$ cat config.mk
export PLATFORM = sky130hd
export DESIGN_NAME = hsv_select_pack_flat
export DESIGN_NICKNAME = d
export VERILOG_FILES = /design/src/rtl/hsv_select_pack_pkg.sv /design/src/rtl/hsv_select_pack_if.sv /design/src/rtl/hsv_select_pack_f32_to_u8.sv /design/src/rtl/hsv_select_pack.sv /design/src/flat_wrapper.sv
export SDC_FILE = /design/constraint.sdc
export NUM_CORES = 1
export LEC_CHECK = 0
export BUFFER_PORTS_ARGS = -buffer_cell sky130_fd_sc_hd__clkbuf_2
export CAP_MARGIN = 10
export CORE_MARGIN = 3
export CORE_UTILIZATION = 38
export CTS_CLUSTER_DIAMETER = 150
export DETAILED_ROUTE_END_ITERATION = 6
export PLACE_DENSITY = 0.56
export RECOVER_POWER = 25
export SLEW_MARGIN = 5
export SYNTH_ARGS = -nofsm -noshare
export SYNTH_HDL_FRONTEND = slang
export SYNTH_SLANG_ARGS = --single-unit
$ cat constraint.sdc
create_clock -name clk -period 3.6 [get_ports clk]
set_input_delay 0.36 -clock clk [delete_from_list [all_inputs] [get_ports clk]]
set_output_delay 0.36 -clock clk [all_outputs]
set_load 0.01 [all_outputs]
$ cat src/rtl/hsv_select_pack_pkg.sv
// Shared float-field types and constants for the HSV select/pack stage.
// Consumers import hsv_pkg::*.
package hsv_pkg;

    localparam logic [7:0]  F32_EXP_BIAS  = 8'd127;
    localparam logic [31:0] F32_HUE_B_OFS = 32'h432B0000;
    localparam logic [31:0] F32_HUE_G_OFS = 32'h42AA0000;

    typedef struct packed {
        logic        sign;
        logic [7:0]  exp;
        logic [22:0] mant;
    } f32_t;

    typedef struct packed {
        logic [7:0] h;
        logic [7:0] s;
        logic [7:0] v;
    } hsv8_t;

    // All-ones exponent covers both NaN and infinity.
    function automatic logic f32_is_special(input f32_t x);
        return (x.exp == 8'hFF);
    endfunction

endpackage

$ cat src/rtl/hsv_select_pack_if.sv
// Upstream and downstream handshake bundle of hsv_select_pack.
// The slave modport is the block's view; the master modport is the driver's view.
interface hsv_select_pack_if;
    logic        in_valid;
    logic        in_ready;
    logic [31:0] t4;
    logic [31:0] t5;
    logic [31:0] t6;
    logic [31:0] s34;
    logic [31:0] v34;
    logic        Max_R34;
    logic        Max_G34;
    logic        Max_B34;
    logic        out_valid;
    logic        out_ready;
    logic [7:0]  h_out;
    logic [7:0]  s_out;
    logic [7:0]  v_out;

    modport slave (
        input  in_valid, t4, t5, t6, s34, v34, Max_R34, Max_G34, Max_B34, out_ready,
        output in_ready, out_valid, h_out, s_out, v_out
    );

    modport master (
        output in_valid, t4, t5, t6, s34, v34, Max_R34, Max_G34, Max_B34, out_ready,
        input  in_ready, out_valid, h_out, s_out, v_out
    );
endinterface

$ cat src/rtl/hsv_select_pack_f32_to_u8.sv
// IEEE-754 single to 8-bit unsigned converter; WRAP selects modulo-256 hue
// behaviour, ROUND selects round-half-away versus truncation. Output is unregistered.
module f32_to_u8
    import hsv_pkg::*;
#(
    parameter bit WRAP  = 1'b0,
    parameter bit ROUND = 1'b1
) (
    input  f32_t       x,
    output logic [7:0] y
);

    logic [23:0] sig_s;
    logic [7:0]  shamt_s;
    logic [23:0] val2_s;
    logic [23:0] mag_s;

    // Magnitude in fixed point with one fractional bit, then rounded or truncated.
    always_comb begin
        sig_s   = {1'b1, x.mant};
        shamt_s = 8'd149 - x.exp;
        val2_s  = sig_s >> shamt_s;
        if (ROUND) begin
            mag_s = (val2_s + 24'd1) >> 1;
        end else begin
            mag_s = val2_s >> 1;
        end
    end

    // Range classification; the shifter is only meaningful for 0.5 <= |x| < 2^15.
    always_comb begin
        y = 8'd0;
        if (x.exp == 8'hFF) begin
            if (!WRAP && !x.sign && (x.mant == 23'd0)) begin
                y = 8'd255;
            end else begin
                y = 8'd0;
            end
        end else if (x.exp < (F32_EXP_BIAS - 8'd1)) begin
            y = 8'd0;
        end else if (x.exp >= (F32_EXP_BIAS + 8'd15)) begin
            y = (!WRAP && !x.sign) ? 8'd255 : 8'd0;
        end else if (WRAP) begin
            y = x.sign ? (~mag_s[7:0] + 8'd1) : mag_s[7:0];
        end else if (x.sign) begin
            y = 8'd0;
        end else if (mag_s > 24'd255) begin
            y = 8'd255;
        end else begin
            y = mag_s[7:0];
        end
    end

endmodule

$ cat src/rtl/hsv_select_pack.sv
// Final RGB->HSV stage: hue select by max channel, then float->u8 pack, two
// registered stages with valid/ready. Optional sticky err_flag under `HSV_PACK_ERR_EN.
module hsv_select_pack
    import hsv_pkg::*;
#(
    parameter bit HUE_WRAP   = 1'b1,
    parameter bit FRAC_ROUND = 1'b1
) (
    input  logic               clk,
    input  logic               rst_n,
    hsv_select_pack_if.slave   bus
`ifdef HSV_PACK_ERR_EN
    ,
    output logic               err_flag
`endif
);

    logic       rdy_en_r;
    logic       s1_valid_r;
    f32_t       s1_hue_r;
    f32_t       s1_s_r;
    f32_t       s1_v_r;
    logic       s2_valid_r;
    hsv8_t      s2_pix_r;
    logic       s2_adv_s;
    f32_t       hue_sel_s;
    logic [7:0] conv_h_s;
    logic [7:0] conv_s_s;
    logic [7:0] conv_v_s;

    // Hue candidate by max channel, R over G over B; no flag falls back to t5.
    always_comb begin
        hue_sel_s = f32_t'(bus.t5);
        if (bus.Max_R34) begin
            hue_sel_s = f32_t'(bus.t5);
        end else if (bus.Max_G34) begin
            hue_sel_s = f32_t'(bus.t6);
        end else if (bus.Max_B34) begin
            hue_sel_s = f32_t'(bus.t4);
        end else begin
            hue_sel_s = f32_t'(bus.t5);
        end
    end

    // Stage 2 frees a slot when empty or when downstream takes its bundle.
    assign s2_adv_s     = !s2_valid_r || bus.out_ready;
    assign bus.in_ready = rdy_en_r && (!s1_valid_r || s2_adv_s);

    // Holds in_ready low until the first clock after reset release.
    always_ff @(posedge clk or negedge rst_n) begin
        if (!rst_n) begin
            rdy_en_r <= 1'b0;
        end else begin
            rdy_en_r <= 1'b1;
        end
    end

    // Stage 1 register: selected hue plus raw saturation/value.
    always_ff @(posedge clk or negedge rst_n) begin
        if (!rst_n) begin
            s1_valid_r <= 1'b0;
            s1_hue_r   <= '0;
            s1_s_r     <= '0;
            s1_v_r     <= '0;
        end else if (bus.in_ready) begin
            s1_valid_r <= bus.in_valid;
            if (bus.in_valid) begin
                s1_hue_r <= hue_sel_s;
                s1_s_r   <= f32_t'(bus.s34);
                s1_v_r   <= f32_t'(bus.v34);
            end
        end
    end

    f32_to_u8 #(.WRAP(HUE_WRAP), .ROUND(FRAC_ROUND)) u_cvt_h (.x(s1_hue_r), .y(conv_h_s));
    f32_to_u8 #(.WRAP(1'b0),     .ROUND(FRAC_ROUND)) u_cvt_s (.x(s1_s_r),   .y(conv_s_s));
    f32_to_u8 #(.WRAP(1'b0),     .ROUND(FRAC_ROUND)) u_cvt_v (.x(s1_v_r),   .y(conv_v_s));

    // Stage 2 register drives the outputs directly; data held while stalled.
    always_ff @(posedge clk or negedge rst_n) begin
        if (!rst_n) begin
            s2_valid_r <= 1'b0;
            s2_pix_r   <= '0;
        end else if (s2_adv_s) begin
            s2_valid_r <= s1_valid_r;
            if (s1_valid_r) begin
                s2_pix_r <= '{h: conv_h_s, s: conv_s_s, v: conv_v_s};
            end
        end
    end

    assign bus.out_valid = s2_valid_r;
    assign bus.h_out     = s2_pix_r.h;
    assign bus.s_out     = s2_pix_r.s;
    assign bus.v_out     = s2_pix_r.v;

`ifdef HSV_PACK_ERR_EN
    logic s1_flag_err_r;
    logic err_flag_r;
    logic one_hot_s;
    logic special_s;

    assign one_hot_s = (bus.Max_R34 ^ bus.Max_G34 ^ bus.Max_B34)
                     && !(bus.Max_R34 && bus.Max_G34 && bus.Max_B34);
    assign special_s = f32_is_special(s1_hue_r) || f32_is_special(s1_s_r)
                     || f32_is_special(s1_v_r);

    // Flag-count error travels with the bundle through stage 1.
    always_ff @(posedge clk or negedge rst_n) begin
        if (!rst_n) begin
            s1_flag_err_r <= 1'b0;
        end else if (bus.in_ready && bus.in_valid) begin
            s1_flag_err_r <= !one_hot_s;
        end
    end

    // Sticky error, set on the edge that loads the offending bundle into stage 2.
    always_ff @(posedge clk or negedge rst_n) begin
        if (!rst_n) begin
            err_flag_r <= 1'b0;
        end else if (s2_adv_s && s1_valid_r && (s1_flag_err_r || special_s)) begin
            err_flag_r <= 1'b1;
        end
    end

    assign err_flag = err_flag_r;
`endif

endmodule
$ cat src/flat_wrapper.sv
// flat-port wrapper written by rule: the top's interface ports become plain ports
module hsv_select_pack_flat import hsv_pkg::*;
#(
    parameter bit HUE_WRAP   = 1'b1,
    parameter bit FRAC_ROUND = 1'b1
)
  (clk, rst_n, bus_in_valid, bus_t4, bus_t5, bus_t6, bus_s34, bus_v34, bus_Max_R34, bus_Max_G34, bus_Max_B34, bus_out_ready, bus_in_ready, bus_out_valid, bus_h_out, bus_s_out, bus_v_out);
  hsv_select_pack_if bus_i ();
  input  logic clk;
  input  logic rst_n;
  input wire logic [$bits(bus_i.in_valid)-1:0] bus_in_valid;
  input wire logic [$bits(bus_i.t4)-1:0] bus_t4;
  input wire logic [$bits(bus_i.t5)-1:0] bus_t5;
  input wire logic [$bits(bus_i.t6)-1:0] bus_t6;
  input wire logic [$bits(bus_i.s34)-1:0] bus_s34;
  input wire logic [$bits(bus_i.v34)-1:0] bus_v34;
  input wire logic [$bits(bus_i.Max_R34)-1:0] bus_Max_R34;
  input wire logic [$bits(bus_i.Max_G34)-1:0] bus_Max_G34;
  input wire logic [$bits(bus_i.Max_B34)-1:0] bus_Max_B34;
  input wire logic [$bits(bus_i.out_ready)-1:0] bus_out_ready;
  output wire logic [$bits(bus_i.in_ready)-1:0] bus_in_ready;
  output wire logic [$bits(bus_i.out_valid)-1:0] bus_out_valid;
  output wire logic [$bits(bus_i.h_out)-1:0] bus_h_out;
  output wire logic [$bits(bus_i.s_out)-1:0] bus_s_out;
  output wire logic [$bits(bus_i.v_out)-1:0] bus_v_out;
  assign bus_i.in_valid = bus_in_valid;
  assign bus_i.t4 = bus_t4;
  assign bus_i.t5 = bus_t5;
  assign bus_i.t6 = bus_t6;
  assign bus_i.s34 = bus_s34;
  assign bus_i.v34 = bus_v34;
  assign bus_i.Max_R34 = bus_Max_R34;
  assign bus_i.Max_G34 = bus_Max_G34;
  assign bus_i.Max_B34 = bus_Max_B34;
  assign bus_i.out_ready = bus_out_ready;
  assign bus_in_ready = bus_i.in_ready;
  assign bus_out_valid = bus_i.out_valid;
  assign bus_h_out = bus_i.h_out;
  assign bus_s_out = bus_i.s_out;
  assign bus_v_out = bus_i.v_out;
  hsv_select_pack #(.HUE_WRAP(HUE_WRAP), .FRAC_ROUND(FRAC_ROUND)) u_core (.clk(clk), .rst_n(rst_n), .bus(bus_i));
endmodule
; Yosys cells after proc, flatten, opt, wreduce, memory -nomap -nowiden
; Index checks and enable logic that the tools add are counted.
[op_classes]
addsub = 7
order_cmp = 8
n_eq_ne = 3
n_shift = 3
muxes = 21
n_bitwise = 1
reduce_logical = 13
[op_table]
columns = op, count
row1 = 8-bit two-way mux, 18
row2 = 32-bit two-way mux, 3
row3 = "24-bit by 1-bit adder with 24-bit output, second input constant", 2
row4 = 24-bit by 8-bit >> shifter with 24-bit output, 2
row5 = "23-bit by 8-bit > comparator with 1-bit output, second input constant", 2
row6 = 23-bit zero test, 2
row7 = "8-bit equality test, second input constant", 3
row8 = "8-bit >= comparator, second input constant", 3
row9 = "8-bit by 7-bit less-than comparator with 1-bit output, second input constant", 3
row10 = 24-bit by 8-bit >> shifter with 9-bit output, 1
row11 = "8-bit subtractor, first input constant", 3
row12 = "9-bit by 1-bit adder with 9-bit output, second input constant", 1
row13 = "8-bit by 1-bit adder with 8-bit output, second input constant", 1
row14 = 8-bit NOT, 1
row15 = 1-bit zero test, 4
row16 = 2-bit AND reduction, 2
row17 = 1-bit logical AND, 3
row18 = 1-bit logical OR, 2
[totals]
regBits = 123
input_bits = 167
out_inout_bits = 26
word_cells = 71

; Longest topological paths before layout
; Gate-level depths: netlist of the first run.
[logic_depth]
word_depth = 9
ltp_mapped = 17
mapped_depth_nobuf = 14

; Modules after synthesis
; From an unflattened synthesis of the first run, not the netlist that was laid out.
[hier_totals]
cells_unflattened = 1330
hier_area_um2 = 13102.6
[by_module_without_submodules]
columns = mod, n_inst, cells_each, area_each_um2, seq_area_each_um2
row1 = hsv_select_pack, 1, 339, 5631.7, 3078.0
row2 = f32_to_u8 (u_core.u_cvt_s ...), 2, 375, 2767.7, 0.0
row3 = f32_to_u8 (u_core.u_cvt_h), 1, 241, 1935.6, 0.0

; Worst setup path before layout of the first run
; OpenSTA, ideal clock, no wires.
[synth_path]
path_type = reg-to-reg
from = register u_core.s1_v_r[24] (netlist bit)
to = register u_core.s2_pix_r (netlist bit u_core.bus.v_out[0])
setup_ns = 0.082
arrival_time_ns = 3.844
required_ns = 3.518
slack_ns = -0.326
stages_incl_launch_ff = 16
path_buffers = 3
period_less_slack_ns = 3.926
path_cell_list = dfrtp_1 ha_1 o21a_1 o31a_1 or4_1 buf_4 clkbuf_1 a31oi_1 ha_1 nand4b_1 or3_1 buf_2 or4_4 a21oi_2 nor4_4 a31oi_1
[synth_between]
elab_chain_cells = 9
word_cells_on_any_way = 12
classes_between = 2 x add/sub / 3 x order compare / 1 x eq/ne / 1 x shift / 5 x mux
[synth_lines]
columns = item, line_no
row1 = "start, declared", hsv_select_pack.sv:22  ; f32_t s1_v_r;
row2 = "start signal, assigned", hsv_select_pack.sv:70  ; s1_v_r <= f32_t'(bus.v34);
row3 = 8-bit subtractor, hsv_select_pack_f32_to_u8.sv:21  ; shamt_s = 8'd149 - x.exp;
row4 = 24-bit by 8-bit >> shifter with 24-bit output, hsv_select_pack_f32_to_u8.sv:22  ; val2_s = sig_s >> shamt_s;
row5 = 24-bit by 1-bit adder with 24-bit output, hsv_select_pack_f32_to_u8.sv:24  ; mag_s = (val2_s + 24'd1) >> 1;
row6 = 23-bit by 8-bit > comparator with 1-bit output, hsv_select_pack_f32_to_u8.sv:47  ; end else if (mag_s > 24'd255) begin
row7 = 8-bit two-way mux, hsv_select_pack_f32_to_u8.sv:47
row8 = 8-bit two-way mux, hsv_select_pack_f32_to_u8.sv:45  ; end else if (x.sign) begin
row9 = 8-bit two-way mux, hsv_select_pack_f32_to_u8.sv:41  ; end else if (x.exp >= (F32_EXP_BIAS + 8'd15)) begin
row10 = 8-bit two-way mux, hsv_select_pack_f32_to_u8.sv:39  ; end else if (x.exp < (F32_EXP_BIAS - 8'd1)) begin
row11 = 8-bit two-way mux *, hsv_select_pack_f32_to_u8.sv:33  ; if (x.exp == 8'hFF) begin
row12 = "end signal, assigned", hsv_select_pack.sv:87  ; s2_pix_r <= '{h: conv_h_s, s: conv_s_s, v: conv_v_s};
row13 = "end, declared", hsv_select_pack.sv:24  ; hsv8_t s2_pix_r;
; Mark *: on every way between the ends. The rest lies on a longest branch, timed or not.
; A chain may end at the register's enable or synchronous reset.

; Worst setup path after layout of the first run
[layout_path]
from = register u_core.s1_v_r[24] (netlist bit)
to = register u_core.s2_pix_r (netlist bit u_core.bus.v_out[3])
; The elaborated chain is that of the path after synthesis.

==> results by group, run 1 <==
Detailed routing
  • DRT Pass-1 Iters: 5
  • DRC viols: 0
  • Final antenna-violating net count: 0
  • Drt total wl: 42,600 um
  • Iter 0 DRT Violations: 759
  • Routed vias: 12,613
  • DR vias/cell: 5.68
  • Wire per inst: 19.2 um

Worst setup path
  • Data required, critical path: 3910 ps
  • R2R cell count: 14
  • Worst setup EP type: flop
  • Worst-path maximum fanout: 8
  • Crit path kind: flop to flop
  • Worst endpoint data arrival time: 3970 ps
  • Worst setup SP type: flop

Cells and area
  • Filler Cell Count: 2,874
  • Final core utilization: 0.550
  • Most common cell after layout, fill and taps aside: buf_4
  • Nets: 1,985
  • Area delta synth->final: 40.5%
  • Most frequent cells in the layout: 279 x buf_4, 180 x clkbuf_2, 143 x nand2_1, 120 x dfrtp_1, 113 x o21ai_0
  • Layout cell share with drive strength beyond 1: 0.442

Timing
  • Worst hold slack: 137 ps
  • Period utilization: 1.02
  • Min Clock Period, post-route: 3660 ps
  • Setup violators final: 8
  • Slew HR: 0.0641
  • Fin Clk Skew: 17.1 ps
  • Count of pins over their slew limit: 0
  • Worst setup margin: -56.8 ps
  • Worst Tran Pin Value: 1400 ps
  • Final setup TNS: -388 ps
  • Hold Vio Cnt, Final: 0
  • Max Fclk: 0.273 GHz
  • RSZ-0062 raised after global routing: yes

Worst hold path
  • Worst hold path class: input port to flop
  • Worst hold path depth: 2

GRT
  • Global-route wire length before repair: 66,900 um
  • Total congestion overflow: 0
  • Initial antenna violation count: 4
  • Largest net degree at the start of global routing: 68
  • Tot GR Track Use: 0.245
  • Vias in the first global route: 12,414

Pwr
  • Power density over the cells: 602 mW/mm^2
  • Leakage: 0.00730 uW
  • Peak supply drop: 0.392 mV
  • Total power: 10,300 uW

Die
  • Placement Rows: 64
  • Core area: 0.0311 sq mm
  • Die Y: 185 um
  • Die Wd: 185 um
  • Initial core utilization: 0.392
  • Die area: 0.0342 sq mm
  • # IOs: 193

CTS
  • CTS tree: built
  • Clk buf depth: 2
  • TritonCTS Sinks: 123
  • Worst-skew pair later-pin latency: 450 ps
  • Root Buffer: clkbuf_16
  • Num CTS Buffers: 17
  • CTS HTree Levels: 4
  • Clock Pin Slew Worst Setup and Hold Paths: 70 ps

Run status
  • Status: finished, violations left
  • Failing checks: setup timing

Placement
  • Pre-CTS setup slack: -320 ps
  • Port Buffers: 192
  • Routability congestion estimate: 0.951
  • DP Wirelength: 33,000 um

Synthesis
  • Mean Syn Cell Area: 8.76 sq um
  • Post-synth ARST share: 1.00
  • Yosys Warn Count: 0
  • Register area share after synthesis: 0.253
  • Post-synthesis register bit count: 123
  • Post-Synthesis Net Count: 1,565
  • Yosys cell types: 94
  • Post-Synthesis Cells: 1,389
  • Synth Cell Area: 0.0122 sq mm
  • Number of synthesized flops with an enable pin: 0
  • Prevailing post-synth register cell: dfrtp_1

Run
  • Max_cap viols: 0
-- synth_stat cells (all sizes together), types with 9 or more instances --
library cell / n / area [sq um]
or3: 10 / 62.6
or2: 14 / 87.6
nor4: 43 / 344
o21ai: 124 / 628
nand4: 23 / 150
a22o: 11 / 97.6
nor3: 38 / 190
a21oi: 48 / 244
mux2i: 107 / 1070
a22oi: 9 / 67.6
mux2: 97 / 1090
o21a: 12 / 90.1
nor2: 80 / 300
ha: 9 / 113
dfrtp: 123 / 3080
clkbuf: 46 / 174
o22ai: 9 / 56.3
a211oi: 16 / 125
nand2b: 20 / 125
nand3: 32 / 160
and2: 14 / 90.1
buf: 52 / 329
o211ai: 13 / 97.6
xnor2: 40 / 350
and3: 11 / 73.8
nor2b: 17 / 106
nand2: 146 / 548
xor2: 14 / 130
a31oi: 22 / 138
inv: 22 / 82.6
mux4: 36 / 811
-- per-layer routing --
| metal | vias up | track usage | part of all wire |
|---|---|---|---|
| li1 | 6125 | - | - |
| met5 | - | 0 | 0.00031 |
| met2 | 381 | 0.404 | 0.49 |
| met1 | 6034 | 0.327 | 0.44 |
| met4 | 2 | 0.0828 | 0.025 |
| met3 | 71 | 0.0440 | 0.047 |
-- worst paths after layout --
kind                                    from                   end  slack, ps
max                        u_core.s1_v_r[24]   u_core.bus.v_out[3]        -60
min                              bus_v34[19]     u_core.s1_v_r[19]        140
max reg2reg                u_core.s1_v_r[24]   u_core.bus.v_out[3]        -60
min reg2reg                u_core.s1_valid_r  u_core.bus.out_valid        510
max in group asynchronous              rst_n    u_core.s1_hue_r[6]       1710
min in group asynchronous              rst_n     u_core.s1_v_r[19]        790
-- worst max-delay path: stages, from the launching register on --
cell and delay, ps:
dfrtp_2 430, ha_4 170, o21a_1 180, o31a_1 300, or4_4 470, buf_12 160, nor4_4 290, nand4_1 230
or2_4 300, buf_6 120, o31ai_4 250, a21oi_4 90, nor4_4 230, buf_6 210, a31oi_2 90
-- final cells by class --
class | count | area, sq um | area share
diodes | 3 | 7.51 | 0.000439
clock buffers | 22 | 464 | 0.0271
clock inverters | 10 | 116 | 0.00681
inverters | 24 | 92.6 | 0.00541
multi-input cells | 1144 | 9390 | 0.549
flip-flops and latches | 123 | 3080 | 0.180
well taps | 396 | 495 | 0.0290
repair buffers | 499 | 3450 | 0.202
-- cells by family (layout without fill, tap and decap cells) --
| family | after synthesis | count (layout) | share of synthesized area |
|---|---|---|---|
| adder cells (fa/ha/maj) | 9 | 9 | 0.00925 |
| multiplexers | 240 | 240 | 0.244 |
| AND/OR/NAND/NOR | 485 | 485 | 0.209 |
| flip-flops | 123 | 123 | 0.253 |
| AO/OA/AOI/OAI | 355 | 355 | 0.196 |
| other | 1 | 4 | 0.000308 |
| XOR/XNOR | 54 | 54 | 0.0395 |
| buffers and inverters | 122 | 555 | 0.0487 |
-- metrics by stage --
step | instances | instance area [sq um]
after floorplan | 1389 | 12200
after global placement | 2157 | 15400
after detailed placement | 2157 | 15400
after CTS | 2206 | 16400
after global routing | 2221 | 17100
final | 2221 | 17100
-- registers in the layout, indices dropped and copies added, names as in the netlist --
signal and count:
u_core.bus.out_valid 1, u_core.s1_s_r 32, u_core.s1_v_r 32, u_core.rdy_en_r 1
u_core.s1_valid_r 1, u_core.bus.s_out 8, u_core.s1_hue_r 32, u_core.bus.v_out 8
u_core.bus.h_out 8
-- timing repair --
item                                    CTS  global route
endpoints found under the hold margin    45             0
endpoints found under the setup margin   18            22
gates cloned                              1             1
resized for setup                        70           105
pin swaps                                23            40
hold buffers                              1             0
buffers inserted                         17            15
-- power breakdown --
| group | total [uW] | switching, uW | internal (uW) |
|---|---|---|---|
| registers | 2090 | 400 | 1690 |
| logic | 6440 | 3250 | 3200 |
| clock network | 1760 | 706 | 1060 |
| total | 10300 | 4350 | 5950 |
Note: power is estimated with default switching activity, not from simulation.
==> run 2: changes to the inputs <==
--- a/config.mk
+++ b/config.mk
@@ -9,6 +9,7 @@
 export CAP_MARGIN = 10
 export CORE_MARGIN = 3
 export CORE_UTILIZATION = 38
+export CTS_BUF_LIST = sky130_fd_sc_hd__clkbuf_8
 export CTS_CLUSTER_DIAMETER = 150
 export DETAILED_ROUTE_END_ITERATION = 6
 export PLACE_DENSITY = 0.56
==> run 2 against run 1 <==
Against the previous run:
- the flow still finishes with violations (setup timing)
- count of clock-buffer cells in the layout down 3
- utilization down 0.34 points
- fmax down 0.72%
- power down 4.4%
- global-route usage down 0.060 points
- design area down 0.61%
- cell count up 0.14%
- register-to-register slack worse by 30 ps
- sequential cell count unchanged
- critical path depth up 2
- sequential power about the same
- critical path type unchanged
- highest routed layer unchanged
==> results by group, run 2 (synthesis gave the netlist of run 1 again) <==
GRT
  • Routing usage on met2: 0.404
  • Tot GR Track Use: 0.245
  • Met3 Use GR: 0.0418
  • Global-route wire length before repair: 66,800 um
  • M1 GR Usage: 0.327
  • Total congestion overflow: 0
  • Vias in the first global route: 12,423
  • Largest net degree at the start of global routing: 68
  • Initial antenna violation count: 4
  • GR peak layer: met2

Worst setup path
  • Worst endpoint data arrival time: 4020 ps
  • Worst-path maximum fanout: 8
  • R2R cell count: 16
  • Worst setup SP type: flop
  • Largest incremental delay on the critical path: 440 ps
  • Critical-path cell list: ha_4 -> clkbuf_4 -> mux2_2 -> mux2i_2 -> a21oi_2 -> nand2_1 -> a31oi_1 -> ha_2 -> nand4b_1 -> or3_4 -> buf_12 -> o31ai_4 -> a21oi_4 -> nor4_4 -> buf_6 -> a31oi_2
  • CP max stage cell: dfrtp_2
  • Worst setup EP type: flop
  • Data required, critical path: 3940 ps
  • Crit path kind: flop to flop

Placement
  • Port Buffers: 192
  • DP Wirelength: 33,000 um
  • Routability congestion estimate: 0.951

Die
  • Initial core utilization: 0.392
  • Die Y: 185 um
  • Placement Rows: 64
  • # IOs: 193
  • Die Wd: 185 um
  • Core area: 0.0311 sq mm
  • Die area: 0.0342 sq mm

CTS
  • TritonCTS Sinks: 123
  • CTS tree: built
  • Worst-skew pair later-pin latency: 480 ps
  • CTS HTree Levels: 4
  • Root Buffer: clkbuf_8
  • Num CTS Buffers: 17
  • Clk buf depth: 2
  • Clock Pin Slew Worst Setup and Hold Paths: 90 ps

Pwr
  • Leakage: 0.00730 uW
  • Power density over the cells: 579 mW/mm^2
  • Peak supply drop: 0.390 mV
  • Total power: 9840 uW

Detailed routing
  • Final antenna-violating net count: 0
  • DR vias/cell: 5.68
  • Routed vias: 12,643
  • Wire per inst: 19.2 um
  • Drt total wl: 42,700 um
  • DRT Pass-1 Iters: 5
  • DRC viols: 0
  • Iter 0 DRT Violations: 873

Timing
  • Fin Clk Skew: 24.6 ps
  • RSZ-0062 raised after global routing: yes
  • Hold Vio Cnt, Final: 0
  • Setup violators final: 16
  • Slew HR: 0.0810
  • Min Clock Period, post-route: 3680 ps
  • Final setup TNS: -983 ps
  • Worst setup margin: -83.3 ps
  • Worst Tran Pin Value: 1380 ps
  • Max Fclk: 0.271 GHz
  • Count of pins over their slew limit: 0
  • Period utilization: 1.02

Cells and area
  • Storage cell area: 0.00308 sq mm
  • Area of the multi-input gates: 0.00947 sq mm
  • Area delta synth->final: 39.6%
  • Filler Cell Count: 2,876
  • Most common cell after layout, fill and taps aside: buf_4
  • Nets: 1,988
  • Largest regs: u_core.s1_hue_r x32, u_core.s1_s_r x32, u_core.s1_v_r x32
  • Most frequent cells in the layout: 282 x buf_4, 193 x clkbuf_2, 143 x nand2_1, 120 x dfrtp_1, 113 x o21ai_0
  • Layout cell share with drive strength beyond 1: 0.455

Worst hold path
  • Worst hold path class: input port to flop
  • Worst hold path depth: 2

Run status
  • Failing checks: setup timing
  • Status: finished, violations left

Run
  • Max_cap viols: 0
run 2: cell count changes in the layout (fill, tap and decap cells not counted), sizes merged:
| cell | previous run | this run |
|---|---|---|
| buf | 303 | 306 |
| clkbuf | 216 | 213 |
| inv | 23 | 26 |
run 2: worst max-delay path, delay by kind of cell (launching register included):
family,cells,cell delay [ps]
AO/OA/AOI/OAI,5,820
buffers and inverters,3,520
AND/OR/NAND/NOR,4,830
flip-flops,1,440
multiplexers,2,410
adder cells (fa/ha/maj),2,500
run 2: area by class of cell:
cell class	count	share of cell area
diodes	3	0.000442
clock buffers	19	0.0154
clock inverters	13	0.00751
inverters	24	0.00545
multi-input cells	1144	0.557
flip-flops and latches	123	0.181
well taps	396	0.0292
repair buffers	502	0.204
run 2: worst paths after layout:
kind	from	to	slack, ps
setup / recovery	u_core.s1_v_r[24]	u_core.bus.v_out[3]	-80
hold / removal	bus_v34[31]	u_core.s1_v_r[31]	100
setup reg to reg	u_core.s1_v_r[24]	u_core.bus.v_out[3]	-80
hold reg to reg	u_core.s1_hue_r[0]	u_core.s1_hue_r[0]	510
max in group asynchronous	rst_n	u_core.s1_s_r[27]	950
min in group asynchronous	rst_n	u_core.s1_v_r[19]	750
run 2: where the power goes:
| group | leakage [uW] | total [uW] | switching [uW] | internal, uW |
|---|---|---|---|---|
| combinational | 0.00561 | 6460 | 3260 | 3210 |
| clock | 0.000206 | 1290 | 643 | 644 |
| sequential | 0.00148 | 2090 | 398 | 1690 |
| total | 0.00730 | 9840 | 4300 | 5540 |
run 2: repair_timing:
item | in CTS | in global routing
resized for setup | 76 | 113
hold endpoints to repair | 50 | 0
hold buffers | 1 | 0
gates cloned | 1 | 0
buffers inserted | 19 | 13
pin swaps | 25 | 47
setup endpoints to repair | 18 | 22
run 2: per-layer routing:
metal	routed length (um)	part of all wire
met5	13	0.00030
met4	946	0.022
met3	2230	0.052
met2	20700	0.49
met1	18800	0.44
run 2: per-stage QoR:
| stage | instance area [sq um] | setup slack (ps) | hold slack (ps) | utilization | cells |
|---|---|---|---|---|---|
| 2_1_floorplan | 12200 | -179 | 64.4 | - | 1389 |
| 3_3_place_gp | 15400 | -278 | 454 | 0.494 | 2157 |
| 4_1_cts | 16300 | -27.8 | 65.0 | 0.524 | 2208 |
| 6_report | 17000 | -83.3 | 102 | 0.547 | 2224 |
| 3_5_place_dp | 15400 | -320 | 464 | 0.494 | 2157 |
| 5_1_grt | 17000 | -188 | 78.1 | 0.547 | 2224 |
==> run 3: changes to the inputs <==
--- a/config.mk
+++ b/config.mk
@@ -5,6 +5,7 @@
 export SDC_FILE = /design/constraint.sdc
 export NUM_CORES = 1
 export LEC_CHECK = 0
+export ABC_AREA = 1
 export BUFFER_PORTS_ARGS = -buffer_cell sky130_fd_sc_hd__clkbuf_2
 export CAP_MARGIN = 10
 export CORE_MARGIN = 3
==> run 3 against run 2 <==
Against the previous run:
- the flow finishes with violations (capacitance limit, slew limit, setup timing)
- via count up 18%
- cell count rose by 24%
- area after synthesis up 0.49%
- setup slack lost 44 ps
- critical endpoint is now u_core.bus.v_out[5]
==> results by group, run 3 <==
Synthesis
  • Number of synthesized flops with an enable pin: 0
  • Prevailing post-synth register cell: dfrtp_1
  • Most frequent cell after synthesis: nand2_1
  • Yosys Warn Count: 0
  • Top cell type's share of synthesized area: 0.252
  • Synth Cell Area: 0.0122 sq mm
  • Mean Syn Cell Area: 5.94 sq um
  • Post-Synthesis Net Count: 2,236
  • Yosys cell types: 53
  • Largest cells by area after synthesis: dfrtp_1 25%, nand2_1 21%, nand3_1 14%
  • Post-synthesis register bit count: 123
  • Largest area contributor in the netlist: dfrtp_1
  • Post-Synthesis Cells: 2,060
  • Register area share after synthesis: 0.252
  • Commonest cells post-synth: 689 x nand2_1, 335 x nand3_1, 162 x inv_1
  • Post-synth ARST share: 1.00

CTS
  • CTS tree: built
  • CTS HTree Levels: 4
  • Worst-skew pair later-pin latency: 470 ps
  • Num CTS Buffers: 17
  • Clock Pin Slew Worst Setup and Hold Paths: 80 ps
  • TritonCTS Sinks: 123
  • Root Buffer: clkbuf_8
  • Clk buf depth: 2

Timing
  • Final setup TNS: -1530 ps
  • Count of pins over their slew limit: 91
  • Max Fclk: 0.268 GHz
  • Period utilization: 1.04
  • Slew HR: -0.533
  • Worst Tran Pin Value: 2300 ps
  • Hold Vio Cnt, Final: 0
  • Setup violators final: 16
  • Min Clock Period, post-route: 3730 ps
  • RSZ-0062 raised after global routing: yes
  • Worst setup margin: -127 ps
  • Fin Clk Skew: 16.9 ps

Die
  • Die area: 0.0344 sq mm
  • Core area: 0.0316 sq mm
  • Initial core utilization: 0.387
  • Die Y: 185 um
  • Placement Rows: 65
  • Die Wd: 185 um
  • # IOs: 193

Cells and area
  • Most common cell after layout, fill and taps aside: nand2_1
  • Layout cell share with drive strength beyond 1: 0.333
  • Nets: 2,524
  • Area of the multi-input gates: 0.00939 sq mm
  • Most frequent cells in the layout: 601 x nand2_1, 239 x nand3_1, 192 x clkbuf_2, 150 x inv_1, 146 x buf_4
  • Fin area: 0.0168 sq mm
  • Area delta synth->final: 37.0%
  • Filler Cell Count: 3,145
  • Final core utilization: 0.530
  • Antenna diode count: 0
  • Storage cell area: 0.00308 sq mm
  • Largest regs: u_core.s1_hue_r x32, u_core.s1_s_r x32, u_core.s1_v_r x32

Placement
  • Port Buffers: 192
  • DP Area: 0.0142 sq mm
  • Pre-CTS setup slack: -196 ps
  • DP Wirelength: 34,600 um
  • Routability congestion estimate: 0.955

Pwr
  • Net Sw Frac: 0.504
  • Total power: 10,200 uW
  • P_int: 5070 uW
  • Comb power frac: 0.674
  • Net load switching power: 5150 uW
  • Reg power frac: 0.195
  • Peak supply drop: 0.275 mV
  • Power density over the cells: 610 mW/mm^2
  • Clock share of power: 0.131
  • Leakage: 0.00810 uW

Detailed routing
  • DR vias/cell: 5.38
  • Drt total wl: 46,500 um
  • DRC viols: 0
  • Iter 0 DRT Violations: 1,150
  • Wire per inst: 16.8 um
  • Final antenna-violating net count: 0
  • DRT Pass-1 Iters: 6
  • Routed vias: 14,871

GRT
  • Total congestion overflow: 0
  • Global-route wire length before repair: 72,200 um
  • Largest net degree at the start of global routing: 94
  • Tot GR Track Use: 0.262
  • Initial antenna violation count: 1
  • Vias in the first global route: 14,100

Worst setup path
  • Worst setup EP type: flop
  • Worst-path maximum fanout: 8
  • Data required, critical path: 3930 ps
  • Worst setup SP type: flop
  • Worst endpoint data arrival time: 4050 ps
  • Crit path kind: flop to flop
  • R2r setup slk: -130 ps
  • R2R cell count: 27

Worst hold path
  • Worst hold path depth: 3
  • Worst hold path class: input port to flop

Run
  • Max_cap viols: 1

Run status
  • Failing checks: capacitance limit, slew limit, setup timing
  • Status: finished, violations left
## run 3: cell types whose count changed after synthesis, sizes merged, moves of 97 or more
| cell | previous run | this run |
|---|---|---|
| nand2 | 146 | 704 |
| nand3 | 32 | 355 |
| inv | 22 | 174 |
| nor2 | 80 | 197 |
| mux2i | 107 | 0 |
| mux2 | 97 | 0 |
## run 3: final timing paths
| check | start | end |
|---|---|---|
| max | u_core.s1_v_r[25] | u_core.bus.v_out[5] |
| min | bus_v34[15] | u_core.s1_v_r[15] |
| max reg2reg | u_core.s1_v_r[25] | u_core.bus.v_out[5] |
| min reg2reg | u_core.s1_hue_r[8] | u_core.s1_hue_r[8] |
| max in group asynchronous | rst_n | u_core.s1_hue_r[24] |
| min in group asynchronous | rst_n | u_core.bus.out_valid |
## run 3: cells by family after synthesis
logic type | share of synthesized area
other cells | 0.000307
xor+xnor | 0.0150
simple gates | 0.511
compound gates | 0.118
fa+ha+maj | 0.00921
buf+inv | 0.0945
flops | 0.252
## run 3: worst max-delay path: stages, from the launching register on
cell and delay (ps):
dfrtp_1 400, ha_2 220, o21ai_4 200, nand2_2 90, nand2_2 90, nand2_4 60
nor2_8 200, buf_6 160, nand3_1 140, nand3_2 130, nand3_2 100, nand2_2 100
nand2_1 100, nand2_2 100, nand3_2 120, buf_4 160, nor2_2 130, nand2_4 70
nor2_4 120, nand3_2 60, nand2_1 60, nand2_1 60, nor2_1 90, nand2_1 100
nor2_4 280, nand3_2 100, nand2_1 80, a21oi_1 60
## run 3: layout make-up
class	count	area share
multi-input cells	1655	0.560
clock inverters	13	0.00985
clock buffers	19	0.0156
flip-flops and latches	123	0.184
inverters	178	0.0406
well taps	402	0.0300
repair buffers	373	0.160
## run 3: stage by stage
step | cells | hold WS (ps)
after floorplan | 2060 | 64.4
after global placement | 2674 | 465
after detailed placement | 2674 | 466
after CTS | 2733 | 33.6
after global routing | 2763 | 60.2
final | 2763 | 77.0
## run 3: routing by layer
metal  vias to the layer above  part of all wire  global-route usage
li1                       7414                 -                   -
met1                      6851              0.45               0.348
met2                       513              0.46               0.423
met3                        91             0.059              0.0501
met4                         2             0.034               0.103
met5                         -           0.00028                   0
## run 3: power groups by stage
stage               Sequential [uW]  Combinational [uW]  Clock [uW]
finish                         1990                6890        1340
global route                   2020                7550        1450
CTS                            1970                5780        1390
detailed placement             1980                5330           0
global placement               1980                5330           0
floorplan                      1960                3580           0
## run 3: what timing repair did
item / CTS / global route
hold buffers: 1 / 0
setup endpoints to repair: 19 / 23
gates resized for setup: 75 / 299
cloned: 6 / 5
buffers inserted: 21 / 26
hold endpoints to repair: 65 / 0
pin swaps: 40 / 102
